===== src/rtl/ctrl_pkg.sv =====
// ctrl_pkg: shared types and constants for the multi-cycle control FSM and
// the ALU operation decoder (states, opcode values, instruction classes,
// ALU op codes, PC/writeback mux selects).
package ctrl_pkg;

  localparam int unsigned OPCODE_W   = 7;
  localparam int unsigned FUNCT_W    = 10;
  localparam int unsigned F3_W       = 3;
  localparam int unsigned F7_W       = 7;
  localparam int unsigned ALU_CODE_W = 4;

  typedef enum logic [2:0] {
    IDLE   = 3'd0,
    FETCH  = 3'd1,
    DECODE = 3'd2,
    EXEC   = 3'd3,
    MEM    = 3'd4,
    WB     = 3'd5,
    TRAP   = 3'd6
  } state_e;

  localparam logic [OPCODE_W-1:0] OP_R      = 7'b0110011;
  localparam logic [OPCODE_W-1:0] OP_IALU   = 7'b0010011;
  localparam logic [OPCODE_W-1:0] OP_LOAD   = 7'b0000011;
  localparam logic [OPCODE_W-1:0] OP_STORE  = 7'b0100011;
  localparam logic [OPCODE_W-1:0] OP_BRANCH = 7'b1100011;

  localparam logic [F3_W-1:0] F3_BEQ = 3'b000;
  localparam logic [F3_W-1:0] F3_BNE = 3'b001;

  localparam logic [F7_W-1:0] F7_BASE = 7'b0000000;
  localparam logic [F7_W-1:0] F7_ALT  = 7'b0100000;

  typedef enum logic [2:0] {
    CLS_R       = 3'd0,
    CLS_IALU    = 3'd1,
    CLS_LOAD    = 3'd2,
    CLS_STORE   = 3'd3,
    CLS_BEQ     = 3'd4,
    CLS_BNE     = 3'd5,
    CLS_ILLEGAL = 3'd6
  } cls_e;

  localparam logic [ALU_CODE_W-1:0] ALU_ADD  = 4'd0;
  localparam logic [ALU_CODE_W-1:0] ALU_SUB  = 4'd1;
  localparam logic [ALU_CODE_W-1:0] ALU_SLL  = 4'd2;
  localparam logic [ALU_CODE_W-1:0] ALU_SLT  = 4'd3;
  localparam logic [ALU_CODE_W-1:0] ALU_SLTU = 4'd4;
  localparam logic [ALU_CODE_W-1:0] ALU_XOR  = 4'd5;
  localparam logic [ALU_CODE_W-1:0] ALU_SRL  = 4'd6;
  localparam logic [ALU_CODE_W-1:0] ALU_SRA  = 4'd7;
  localparam logic [ALU_CODE_W-1:0] ALU_OR   = 4'd8;
  localparam logic [ALU_CODE_W-1:0] ALU_AND  = 4'd9;

  localparam logic PC_PLUS4  = 1'b0;
  localparam logic PC_BRANCH = 1'b1;
  localparam logic WB_ALU    = 1'b0;
  localparam logic WB_MDR    = 1'b1;

  // Opcode (plus funct3 for branches) to instruction class.
  function automatic cls_e classify(input logic [OPCODE_W-1:0] opcode,
                                    input logic [F3_W-1:0]     funct3);
    cls_e cls;
    case (opcode)
      OP_R:      cls = CLS_R;
      OP_IALU:   cls = CLS_IALU;
      OP_LOAD:   cls = CLS_LOAD;
      OP_STORE:  cls = CLS_STORE;
      OP_BRANCH: begin
        if (funct3 == F3_BEQ)      cls = CLS_BEQ;
        else if (funct3 == F3_BNE) cls = CLS_BNE;
        else                       cls = CLS_ILLEGAL;
      end
      default:   cls = CLS_ILLEGAL;
    endcase
    return cls;
  endfunction

  // Base ALU op selected by funct3 alone (funct7 modifiers applied by caller).
  function automatic logic [ALU_CODE_W-1:0] base_op(input logic [F3_W-1:0] funct3);
    logic [ALU_CODE_W-1:0] op;
    case (funct3)
      3'b000:  op = ALU_ADD;
      3'b001:  op = ALU_SLL;
      3'b010:  op = ALU_SLT;
      3'b011:  op = ALU_SLTU;
      3'b100:  op = ALU_XOR;
      3'b101:  op = ALU_SRL;
      3'b110:  op = ALU_OR;
      default: op = ALU_AND;
    endcase
    return op;
  endfunction

endpackage


===== src/rtl/alu_op_decode.sv =====
// alu_op_decode: combinational {class, funct7/funct3} -> {alu_op, illegal}.
// Shared between the multi-cycle control and future pipelined control.
// Ports:
//   cls          in   instruction class
//   ins_for_alu  in   {funct7, funct3}
//   alu_op       out  ALU operation code (ALU_OP_W bits)
//   illegal      out  encoding not supported for this class
module alu_op_decode
  import ctrl_pkg::*;
#(
  parameter int unsigned ALU_OP_W = 4
) (
  input  cls_e                cls,
  input  logic [FUNCT_W-1:0]  ins_for_alu,
  output logic [ALU_OP_W-1:0] alu_op,
  output logic                illegal
);

  logic [F7_W-1:0]       funct7;
  logic [F3_W-1:0]       funct3;
  logic [ALU_CODE_W-1:0] op_c;

  assign funct7 = ins_for_alu[FUNCT_W-1:F3_W];
  assign funct3 = ins_for_alu[F3_W-1:0];

  // Class-specific op selection and funct7 legality.
  always_comb begin
    op_c    = ALU_ADD;
    illegal = 1'b0;
    case (cls)
      CLS_R: begin
        if (funct7 == F7_BASE)                       op_c = base_op(funct3);
        else if (funct7 == F7_ALT && funct3 == 3'b000) op_c = ALU_SUB;
        else if (funct7 == F7_ALT && funct3 == 3'b101) op_c = ALU_SRA;
        else                                         illegal = 1'b1;
      end
      CLS_IALU: begin
        // f3=000 is ADDI regardless of funct7 (immediate bits, not a modifier).
        op_c = base_op(funct3);
        if (funct3 == 3'b001 && funct7 != F7_BASE) begin
          illegal = 1'b1;
        end else if (funct3 == 3'b101) begin
          if (funct7 == F7_ALT)       op_c = ALU_SRA;
          else if (funct7 != F7_BASE) illegal = 1'b1;
        end
      end
      CLS_LOAD, CLS_STORE: op_c = ALU_ADD;
      CLS_BEQ, CLS_BNE:    op_c = ALU_SUB;
      default:             illegal = 1'b1;
    endcase
  end

  assign alu_op = ALU_OP_W'(op_c);

endmodule


===== src/rtl/multicycle_ctrl.sv =====
// multicycle_ctrl: multi-cycle control FSM for the RV32I-subset datapath.
// Sequences FETCH/DECODE/EXEC/MEM/WB and drives datapath enables and the
// shared instruction/data memory handshakes. Outputs are combinational from
// state, latched instruction class and acks; IDLE drives all outputs 0.
// Build option: CTRL_ILLEGAL_TRAP_EN -- illegal instructions halt in TRAP
// (trap=1 until reset); otherwise they retire as a NOP from DECODE.
// Ports:
//   clk, rst_n        clock, synchronous active-low reset
//   run               enable sequencing (sampled at instruction boundaries)
//   opcode            decoder opcode field
//   ins_for_ALU       decoder {funct7, funct3}
//   alu_zero          ALU result==0 (valid in EXEC)
//   imem_ack/dmem_ack memory handshake completions
//   imem_req/dmem_req/dmem_we            memory requests
//   ir_we/ab_we/alu_out_we/mdr_we/reg_we datapath register loads
//   wb_sel/alu_src_imm/alu_op            datapath muxes / ALU op
//   pc_we/pc_sel                         PC update
//   instr_retired/trap                   status
module multicycle_ctrl
  import ctrl_pkg::*;
#(
  parameter int unsigned ALU_OP_W     = 4,
  parameter int unsigned IMEM_TIMEOUT = 0
) (
  input  logic                clk,
  input  logic                rst_n,
  input  logic                run,
  input  logic [OPCODE_W-1:0] opcode,
  input  logic [FUNCT_W-1:0]  ins_for_ALU,
  input  logic                alu_zero,
  input  logic                imem_ack,
  input  logic                dmem_ack,
  output logic                imem_req,
  output logic                dmem_req,
  output logic                dmem_we,
  output logic                ir_we,
  output logic                ab_we,
  output logic                alu_out_we,
  output logic                mdr_we,
  output logic                reg_we,
  output logic                wb_sel,
  output logic                alu_src_imm,
  output logic [ALU_OP_W-1:0] alu_op,
  output logic                pc_we,
  output logic                pc_sel,
  output logic                instr_retired,
  output logic                trap
);

  // IMEM_TIMEOUT is reserved and must be 0.
  if (IMEM_TIMEOUT != 0) begin : g_timeout_unsupported
    $error("multicycle_ctrl: IMEM_TIMEOUT must be 0");
  end

  state_e state_q, state_d;
  cls_e   cls_q, cls_c, dec_cls;
  state_e fetch_or_idle;

  logic [ALU_OP_W-1:0] dec_alu_op;
  logic                dec_illegal;
  logic                branch_taken;

  assign cls_c = classify(opcode, ins_for_ALU[F3_W-1:0]);

  // DECODE judges legality on the live fields; EXEC uses the latched class.
  assign dec_cls = (state_q == DECODE) ? cls_c : cls_q;

  alu_op_decode #(
    .ALU_OP_W (ALU_OP_W)
  ) u_alu_op_decode (
    .cls         (dec_cls),
    .ins_for_alu (ins_for_ALU),
    .alu_op      (dec_alu_op),
    .illegal     (dec_illegal)
  );

  assign fetch_or_idle = run ? FETCH : IDLE;
  assign branch_taken  = ((cls_q == CLS_BEQ) & alu_zero) |
                         ((cls_q == CLS_BNE) & ~alu_zero);

  // State and instruction-class registers.
  always_ff @(posedge clk) begin
    if (!rst_n) begin
      state_q <= IDLE;
      cls_q   <= CLS_ILLEGAL;
    end else begin
      state_q <= state_d;
      if (state_q == DECODE) cls_q <= cls_c;
    end
  end

  // Next-state and output decode.
  always_comb begin
    state_d       = state_q;
    imem_req      = 1'b0;
    dmem_req      = 1'b0;
    dmem_we       = 1'b0;
    ir_we         = 1'b0;
    ab_we         = 1'b0;
    alu_out_we    = 1'b0;
    mdr_we        = 1'b0;
    reg_we        = 1'b0;
    wb_sel        = WB_ALU;
    alu_src_imm   = 1'b0;
    alu_op        = '0;
    pc_we         = 1'b0;
    pc_sel        = PC_PLUS4;
    instr_retired = 1'b0;
    trap          = 1'b0;

    case (state_q)
      IDLE: begin
        if (run) state_d = FETCH;
      end

      FETCH: begin
        imem_req = 1'b1;
        if (imem_ack) begin
          ir_we   = 1'b1;
          state_d = DECODE;
        end
      end

      DECODE: begin
        ab_we = 1'b1;
        if (dec_illegal) begin
`ifdef CTRL_ILLEGAL_TRAP_EN
          state_d = TRAP;
`else
          pc_we         = 1'b1;
          pc_sel        = PC_PLUS4;
          instr_retired = 1'b1;
          state_d       = fetch_or_idle;
`endif
        end else begin
          state_d = EXEC;
        end
      end

      EXEC: begin
        alu_out_we  = 1'b1;
        alu_op      = dec_alu_op;
        alu_src_imm = (cls_q == CLS_IALU) || (cls_q == CLS_LOAD) ||
                      (cls_q == CLS_STORE);
        case (cls_q)
          CLS_BEQ, CLS_BNE: begin
            pc_we         = 1'b1;
            pc_sel        = branch_taken ? PC_BRANCH : PC_PLUS4;
            instr_retired = 1'b1;
            state_d       = fetch_or_idle;
          end
          CLS_LOAD, CLS_STORE: state_d = MEM;
          default:             state_d = WB;
        endcase
      end

      MEM: begin
        dmem_req = 1'b1;
        dmem_we  = (cls_q == CLS_STORE);
        if (dmem_ack) begin
          if (cls_q == CLS_STORE) begin
            pc_we         = 1'b1;
            pc_sel        = PC_PLUS4;
            instr_retired = 1'b1;
            state_d       = fetch_or_idle;
          end else begin
            mdr_we  = 1'b1;
            state_d = WB;
          end
        end
      end

      WB: begin
        reg_we        = 1'b1;
        wb_sel        = (cls_q == CLS_LOAD) ? WB_MDR : WB_ALU;
        pc_we         = 1'b1;
        pc_sel        = PC_PLUS4;
        instr_retired = 1'b1;
        state_d       = fetch_or_idle;
      end

      TRAP: begin
`ifdef CTRL_ILLEGAL_TRAP_EN
        trap    = 1'b1;
        state_d = TRAP;
`else
        state_d = IDLE;
`endif
      end

      default: state_d = IDLE;
    endcase
  end

endmodule


===== config.mk =====
export PLATFORM = sky130hd
export DESIGN_NAME = multicycle_ctrl
export DESIGN_NICKNAME = d
export VERILOG_FILES = /design/src/rtl/ctrl_pkg.sv /design/src/rtl/alu_op_decode.sv /design/src/rtl/multicycle_ctrl.sv
export SDC_FILE = /design/constraint.sdc
export NUM_CORES = 1
export LEC_CHECK = 0
export ABC_AREA = 1
export BUFFER_PORTS_ARGS = -buffer_cell sky130_fd_sc_hd__buf_2
export CORE_MARGIN = 4
export CORE_UTILIZATION = 46
export DETAILED_ROUTE_END_ITERATION = 10
export GPL_TIMING_DRIVEN = 0
export PLACE_DENSITY = 0.75
export SYNTH_ARGS = -nofsm -noshare
export SYNTH_HDL_FRONTEND = slang
export SYNTH_SLANG_ARGS = --single-unit

===== constraint.sdc =====
create_clock -name clk -period 2 [get_ports clk]
set_input_delay 0.1 -clock clk [delete_from_list [all_inputs] [get_ports clk]]
set_output_delay 0.1 -clock clk [all_outputs]
set_load 0.1 [all_outputs]

==> qor.txt, run 1 <==
outcome: finished, violations left
violated checks: setup timing
largest net degree at the start of global routing: 7
core area: 1750 µm²
initial antenna violation count: 0
full die area: 2640 µm²
Non-Filler Instances: 239
DR vias: 1225
Fin Hold WS: 0.0636 ns
clk root buf: clkbuf_4
final setup vio count: 7
Max IR drop VDD: 0.483 mV
GPL Wtd Cong: 0.906
sw power: 0.275 mW
Post-Syn Instances: 156
Period minus WS final: 2.31 ns
max incr delay on CP: 0.34 ns
Synth cell types: 29
min-delay worst type: in -> reg
Clock Tree Buf Depth: 2
layout cells sized above 1: 0.458
sequential share of the synthesized area: 0.139
clk_skew: 0.00506 ns
CP Launch Type: register
CTS tree: yes
Final Cycle Share: 1.15
post-route cell area: 1470 µm²
top-area cell type share of the netlist area: 0.156
highest-count cells in the layout ignoring fill and taps: 33 x nand2_1, 31 x buf_2, 28 x inv_1
Ys Warns: 0
Post-synth EDFFs: 0
Area growth, synth to finish: 70.0%
Final Hold Vio Count: 0
Gate power share: 0.575
DR vias/cell: 5.13
#FFs+latches synth: 6
Routed Antenna Nets: 0
Req. time, crit path: 2.17 ns
Slew Viols, Final: 0
leading cell type in the layout, fill and taps excluded: nand2_1
total gr overflow: 0
hpwl dp: 2170 µm
DP Cell Count: 220
first-pass GRT wire length: 4840 µm
Worst-Skew Late Latency: 0.24 ns
clock slew at reported path FFs: 0.04 ns
drt pass-1 iters: 4
critical path class: reg -> reg
Seq pwr share: 0.239
Max Cap Viol: 0
Die W: 51.4 µm
antenna fix cells: 0
Fill cells: 111
prevailing post-synth register cell: dfxtp_1
CP delay by family, top: buffers and inverters
final setup margin: -0.307 ns
switch share: 0.478
# DRC: 0
post-synth net total: 180
Core Util, Final: 0.842
Buf/Inv on CP: 9
Clock Sink Count: 6
gr usage total: 0.237
Area contributors post-synth: nand2_1 16%, dfxtp_1 14%, inv_1 13%
placed inst area: 1230 µm²
CTS H-tree depth: 1
Post-Route WL: 3070 µm
DR WL/cell: 12.8 µm
num rows: 15
Post-Syn Area: 865 µm²
fin nets: 240
Die Ht: 51.4 µm
CP dominant cell by count: buf_4
Worst Tran Pin Value: 0.553 ns
I/O pins: 41
largest fanout on the critical path: 6
Avg Cell Area, Syn: 5.54 µm²
area leader, netlist: nand2_1
Worst EP arrival: 2.47 ns
FMAX: 0.433 GHz
leakage: 0.718 nW
RSZ-0062 raised after global routing: true
pwr dens: 392 nW/µm²
Starting Density: 0.495
number of buffers created by CTS: 3
port buffer count: 39
ys async rst share: 0
Critical-path top delay cell: dfxtp_4
CP endpoint kind: register
vias in the first global route: 1164
Internal: 0.301 mW
CP cell instances: nor3_4, inv_2, buf_4, buf_4, buf_4, buf_4, buf_4, buf_4, buf_4, buf_4, a21oi_2, nor4_1, nand2_1, nand2_1, a21oi_2
Iter 0 DRT Violations: 38
Slew headroom: 0.631
clock share of power: 0.185
[synthesized netlist by cell type, types with 2 or more instances]
cell and instances:
buf_4 2, inv_2 3, nor2_1 26, o21ai_0 2, nand2_1 36, nor3_1 8
inv_1 29, dfxtp_1 6, nand2_4 2, a21oi_1 8, or2_2 2, nor4_1 2
nor2_4 2, nand2_2 2, nand3_1 10, a31oi_1 2, nand4_1 2
[power by group through the flow]
| stage | Clock [mW] | Sequential [mW] | Combinational (mW) |
|---|---|---|---|
| 6_report | 0.107 | 0.138 | 0.331 |
| 5_1_grt | 0.122 | 0.138 | 0.354 |
| 4_1_cts | 0.111 | 0.137 | 0.312 |
| 3_5_place_dp | 0 | 0.143 | 0.270 |
| 3_3_place_gp | 0 | 0.143 | 0.264 |
| 2_1_floorplan | 0 | 0.141 | 0.212 |
[per-stage QoR]
stage                     TNS, ns  setup WS (ns)  power, mW
final                       -1.50         -0.307      0.576
after CTS                   -1.48         -0.320      0.561
after global routing        -2.28         -0.408      0.614
after global placement      -1.34         -0.392      0.407
after detailed placement    -1.58         -0.442      0.414
after floorplan             -9.20          -1.24      0.353
[logic make-up after synthesis]
group	synth area share
adder cells (fa/ha/maj)	0.0145
AO/OA/AOI/OAI	0.140
AND/OR/NAND/NOR	0.546
flip-flops	0.139
buffers and inverters	0.156
other	0.00434
[area by class of cell]
| type | count | area (µm²) | share of cell area |
|---|---|---|---|
| multi-input combinational | 116 | 747 | 0.508 |
| timing repair buffer | 55 | 384 | 0.261 |
| sequential | 6 | 131 | 0.0894 |
| inverter | 32 | 126 | 0.0860 |
| tap | 25 | 31.3 | 0.0213 |
| buffer | 2 | 27.5 | 0.0187 |
| clock buffer | 3 | 22.5 | 0.0153 |
[sequential cells by signal (all words and copies together), names as in the netlist]
register / flops
state_q: 3
cls_q: 3
[worst paths after layout]
path	to	slack (ns)	cells after the start	start
hold / removal	cls_q[1]	0.06	2	rst_n
hold reg to reg	state_q[1]	0.73	5	state_q[0]
setup / recovery	state_q[0]	-0.31	15	state_q[2]
setup reg to reg	state_q[0]	-0.31	15	state_q[2]
[per-layer routing]
metal	part of all wire	global-route usage	wire, µm	up-vias
li1	-	-	-	610
met2	0.51	0.427	1570	63
met4	0.025	0.100	77	0
met5	0	0	0	-
met1	0.40	0.275	1220	542
met3	0.067	0.0350	205	10
[repair_timing]
item | in CTS | in global routing
buffers inserted | 13 | 3
hold buffers | 0 | 0
pin swaps | 6 | 3
resized for setup | 26 | 5
setup endpoints to repair | 7 | 9
(Power assumes the default switching activity.)
==> inputs of run 2 (changes only) <==
Settings changed: CORE_UTILIZATION 46 to 48, CTS_BUF_LIST set to sky130_fd_sc_hd__clkbuf_8, PLACE_DENSITY 0.75 to 0.78.
==> run 2 against run 1 <==
Net effect: the flow still finishes with violations (setup timing); combinational power down 5%; critical path depth down 2; die area down 3.5%; clock power up 65%; clock skew down 0.0017 ns; cell count down 1.7%; global-route usage up 0.56 points; sequential share of layout area about the same; register-to-register slack better by 0.47 ns; utilization up 2.2 points; cell area up 0.43%; first-iteration DRC count up 42%.
==> qor.txt, run 2 (same netlist as run 1, synthesis figures left out) <==
# DRC: 0
Worst Tran Pin Value: 0.632 ns
Area growth, synth to finish: 70.8%
layout cells sized above 1: 0.448
violated checks: setup timing
Routed Antenna Nets: 0
Non-Filler Instances: 235
Core Util, Final: 0.864
post-route cell area: 1480 µm²
min-delay src: rst_n
antenna fix cells: 0
DR vias: 1263
Post-CTS Hold Fix Bufs: 0
clk root buf: clkbuf_8
first-pass GRT wire length: 4820 µm
DR WL/cell: 13.6 µm
final setup margin: -0.231 ns
num rows: 15
CP Launch Type: register
Iter 0 DRT Violations: 54
initial antenna violation count: 0
RSZ-0062 raised after global routing: true
DR vias/cell: 5.37
critical path class: reg -> out
largest fanout on the critical path: 4
clock slew at reported path FFs: 0.04 ns
placed inst area: 1230 µm²
drt pass-1 iters: 4
full die area: 2540 µm²
WHS Path Cells: 2
top flop regs: cls_q (3), state_q (3)
Slew Viols, Final: 0
core area: 1710 µm²
hpwl dp: 2060 µm
Max Cap Viol: 0
I/O pins: 41
final setup vio count: 6
highest-count cells in the layout ignoring fill and taps: 31 x nand2_1, 31 x buf_2, 28 x inv_1
gr usage total: 0.242
fin nets: 236
CTS H-tree depth: 1
r2r setup slk: 0.16 ns
min-delay worst type: in -> reg
GPL Wtd Cong: 0.922
Starting Density: 0.506
Clock Sink Count: 6
Die Ht: 50.4 µm
Critical R2R Capture: state_q[1]
Hold Path End: cls_q[1]
port buffer count: 39
Max IR drop VDD: 0.616 mV
Final Cycle Share: 1.12
total gr overflow: 0
Fin Hold WS: 0.0866 ns
Die W: 50.4 µm
DP Cell Count: 220
leakage: 0.714 nW
outcome: finished, violations left
FMAX: 0.448 GHz
Slew headroom: 0.577
clk_skew: 0.00338 ns
Worst EP arrival: 2.13 ns
CP endpoint kind: output port
Final Hold Vio Count: 0
Period minus WS final: 2.23 ns
number of buffers created by CTS: 3
Clock Tree Buf Depth: 2
pwr dens: 427 nW/µm²
CTS tree: yes
vias in the first global route: 1117
Req. time, crit path: 1.90 ns
r2r startpoint: state_q[2]
largest net degree at the start of global routing: 6
r2r worst-path depth: 13
setup TNS: -0.883 ns
Post-Route WL: 3190 µm
Worst-Skew Late Latency: 0.22 ns
==> run 2: metrics by stage <==
stage	setup slack (ns)	power, mW
floorplan	-1.24	0.353
global placement	-0.396	0.407
detailed placement	-0.420	0.411
CTS	-0.187	0.617
global route	-0.361	0.662
finish	-0.231	0.630
==> run 2: how the worst max path moves through the flow <==
stage | from | endpoint
after CTS | state_q[0] | pc_we
after floorplan | state_q[1] | pc_we
after global placement | state_q[1] | pc_we
final | state_q[2] | pc_we
after detailed placement | state_q[1] | pc_we
after global routing | state_q[0] | pc_we
==> run 2: critical path, stage by stage, from the launching register on <==
cell and delay [ns]:
dfxtp_4 0.35, nor3_4 0.24, inv_2 0.10, nor2_4 0.11, nand3_2 0.10, nand2_4 0.12
nand2_8 0.08, nor2_8 0.12, nand2_4 0.06, nand3_2 0.07, nand2_2 0.06, a31oi_4 0.21
buf_12 0.14, buf_12 0.16
==> run 2: cell type report <==
cell class,count,area [µm²]
tap,25,31.3
fill,97,231
timing repair buffer,51,363
sequential,6,131
clock buffer,3,41.3
multi-input combinational,116,756
inverter,32,126
buffer,2,27.5
==> run 2: where the power goes <==
| part | total [mW] | internal [mW] | switching [mW] | leakage, nW |
|---|---|---|---|---|
| sequential | 0.138 | 0.130 | 0.00800 | 0.0509 |
| combinational | 0.315 | 0.0903 | 0.224 | 0.641 |
| clock | 0.177 | 0.129 | 0.0483 | 0.0216 |
==> run 2: metal layers <==
metal	vias to the layer above	share of wire	GRT usage
met4	0	0.039	0.0404
met2	76	0.47	0.435
met1	563	0.40	0.308
met5	-	0	0
met3	19	0.091	0.0356
li1	605	-	-
==> run 2: repair_timing <==
item                                    4_1_cts  5_1_grt
endpoints found under the setup margin        6        8
gates resized for setup                      26        8
setup buffers                                 8        4
pin swaps                                     7        2
==> inputs of run 3 (changes only) <==
Settings changed: ABC_AREA 1 to unset, CORE_UTILIZATION 48 to 47, HOLD_SLACK_MARGIN set to 0.02, PLACE_DENSITY 0.78 to 0.77, RECOVER_POWER set to 25.
==> run 3 against run 2 <==
Net effect: the run still ends with setup timing left; die area grew 0.68%; sequential share of layout area shrank 0.52 points; cell area grew 5.2%; power shrank 3.0%; hold slack gained 0.0062 ns; cell count shrank 15%; non-clock buffer count grew 3; combinational power shrank 6.7%; clock power grew 2%.
==> qor.txt, run 3 <==
sequential share of the synthesized area: 0.141
top flop regs: cls_q (3), state_q (3)
CP startpoint: state_q[0]
total gr overflow: 0
num rows: 15
Post-synth EDFFs: 0
pwr dens: 393 nW/µm²
# DRC: 0
port buffer count: 36
fin nets: 200
layout cells sized above 1: 0.546
Ys Warns: 0
r2r setup slk: 0 ns
min-delay worst type: in -> reg
Die W: 50.6 µm
DR vias/cell: 5.98
top-area cell type share of the netlist area: 0.141
Buf/Inv on CP: 4
Worst EP arrival: 2.26 ns
Routed Antenna Nets: 0
outcome: finished, violations left
GPL Wtd Cong: 0.879
CP dominant cell by count: buf_6
max incr delay on CP: 0.31 ns
setup TNS: -1.80 ns
Max IR drop VDD: 0.393 mV
I/O pins: 41
CP endpoint kind: output port
Fin Hold WS: 0.0928 ns
prevailing post-synth register cell: dfxtp_1
CTS H-tree depth: 1
Critical R2R Capture: state_q[0]
Critical-path top delay cell: dfxtp_2
area leader, netlist: dfxtp_1
Worst-Skew Late Latency: 0.22 ns
Starting Density: 0.494
r2r worst-path depth: 9
final setup margin: -0.357 ns
vias in the first global route: 1110
clock slew at reported path FFs: 0.04 ns
antenna fix cells: 0
critical path class: reg -> out
Die Ht: 50.6 µm
r2r startpoint: state_q[0]
critical path depth: 10
placed inst area: 1220 µm²
largest net degree at the start of global routing: 12
drt pass-1 iters: 4
Core Util, Final: 0.899
most frequent cell after synthesis: nand2_1
largest fanout on the critical path: 6
leading cell type in the layout, fill and taps excluded: buf_2
initial antenna violation count: 0
Post-Route WL: 3700 µm
Clock Tree Buf Depth: 2
RSZ-0062 raised after global routing: true
worst setup path end: pc_we
CP cell instances: buf_6, nor3b_4, buf_6, mux2i_1, o21a_2, or2_4, a2bb2oi_4, o31ai_4, buf_12, buf_16
Iter 0 DRT Violations: 34
full die area: 2560 µm²
Fill cells: 92
gr usage total: 0.266
clk root buf: clkbuf_8
CP delay by family, top: buffers and inverters
first-pass GRT wire length: 5260 µm
Req. time, crit path: 1.90 ns
post-route cell area: 1550 µm²
Period minus WS final: 2.36 ns
synth cell count leaders: 13 x nand2_1, 12 x nor2_1, 8 x a21oi_1
number of buffers created by CTS: 3
violated checks: setup timing
FMAX: 0.424 GHz
Max Cap Viol: 0
clk_skew: 0.00153 ns
Avg Cell Area, Syn: 6.99 µm²
core area: 1730 µm²
Slew Viols, Final: 0
Clock Sink Count: 6
CP Launch Type: register
#FFs+latches synth: 6
ys async rst share: 0
Post-Syn Instances: 122
Final Hold Vio Count: 0
DR WL/cell: 18.6 µm
Area contributors post-synth: dfxtp_1 14%, nand2_1 5.7%, nor2_1 5.3%
hpwl dp: 2050 µm
Area growth, synth to finish: 82.0%
CTS tree: yes
DR vias: 1191
Post-Syn Area: 853 µm²
Synth cell types: 50
min-delay src: rst_n
final setup vio count: 8
leakage: 0.628 nW
highest-count cells in the layout ignoring fill and taps: 30 x buf_2, 14 x buf_4, 11 x nand2_1
Final Cycle Share: 1.18
post-synth net total: 146
-- run 3: cell count changes after synthesis, moves of 4 or more --
cell      previous run  this run
inv_1               29         7
nor3_1               8         1
nand2_1             36        13
nor2_1              26        12
nor2b_1              0         4
nand2b_1             0         7
nand3_1             10         3
-- run 3: layout make-up --
class                           instances  area (µm²)  area share
Buffer                                  6        58.8      0.0379
Clock buffer                            3        41.3      0.0266
Inverter                                7        26.3      0.0169
Multi-Input combinational cell        102         881       0.567
Sequential cell                         6         130      0.0838
Tap cell                               25        31.3      0.0201
Timing Repair Buffer                   50         384       0.247
-- run 3: per-layer routing --
layer	vias to the layer above	track usage	share of wire
li1	543	-	-
met1	560	0.316	0.38
met2	66	0.500	0.51
met3	22	0.0267	0.050
met4	0	0.0673	0.058
met5	-	0	0
-- run 3: through the flow --
stage | setup WS (ns) | cells | total power [mW]
final | -0.357 | 199 | 0.611
after global routing | -0.414 | 199 | 0.638
after CTS | -0.240 | 193 | 0.584
after detailed placement | -0.420 | 183 | 0.378
after global placement | -0.364 | 183 | 0.374
after floorplan | -1.32 | 122 | 0.325
-- run 3: kinds of logic after synthesis --
kind of cell / after synthesis / share of synthesized area
buf+inv: 14 / 0.0836
fa+ha+maj: 1 / 0.0147
compound gates: 33 / 0.268
xor+xnor: 4 / 0.0411
mux: 3 / 0.0367
other cells: 1 / 0.00439
flops: 6 / 0.141
simple gates: 60 / 0.411
-- run 3: power by group --
group	switching, mW	internal [mW]
Clock	0.0520	0.129
Combinational	0.198	0.0962
Sequential	0.00841	0.127
Total	0.259	0.352
-- run 3: how the worst min path moves through the flow --
| stage | endpoint | cells past startpoint | slack [ns] |
|---|---|---|---|
| global route | cls_q[2] | 2 | 0.09 |
| global placement | cls_q[2] | 2 | 0.31 |
| floorplan | cls_q[2] | 1 | 0.16 |
| detailed placement | cls_q[2] | 2 | 0.32 |
| finish | cls_q[2] | 2 | 0.09 |
| CTS | cls_q[2] | 2 | 0.09 |
-- run 3: what timing repair did --
action / 4_1_cts / 5_1_grt
pin swaps: 9 / 3
buffers inserted: 8 / 7
hold endpoints to repair: 0 / 0
resized for setup: 42 / 8
setup endpoints to repair: 8 / 9
hold buffers: 0 / 0
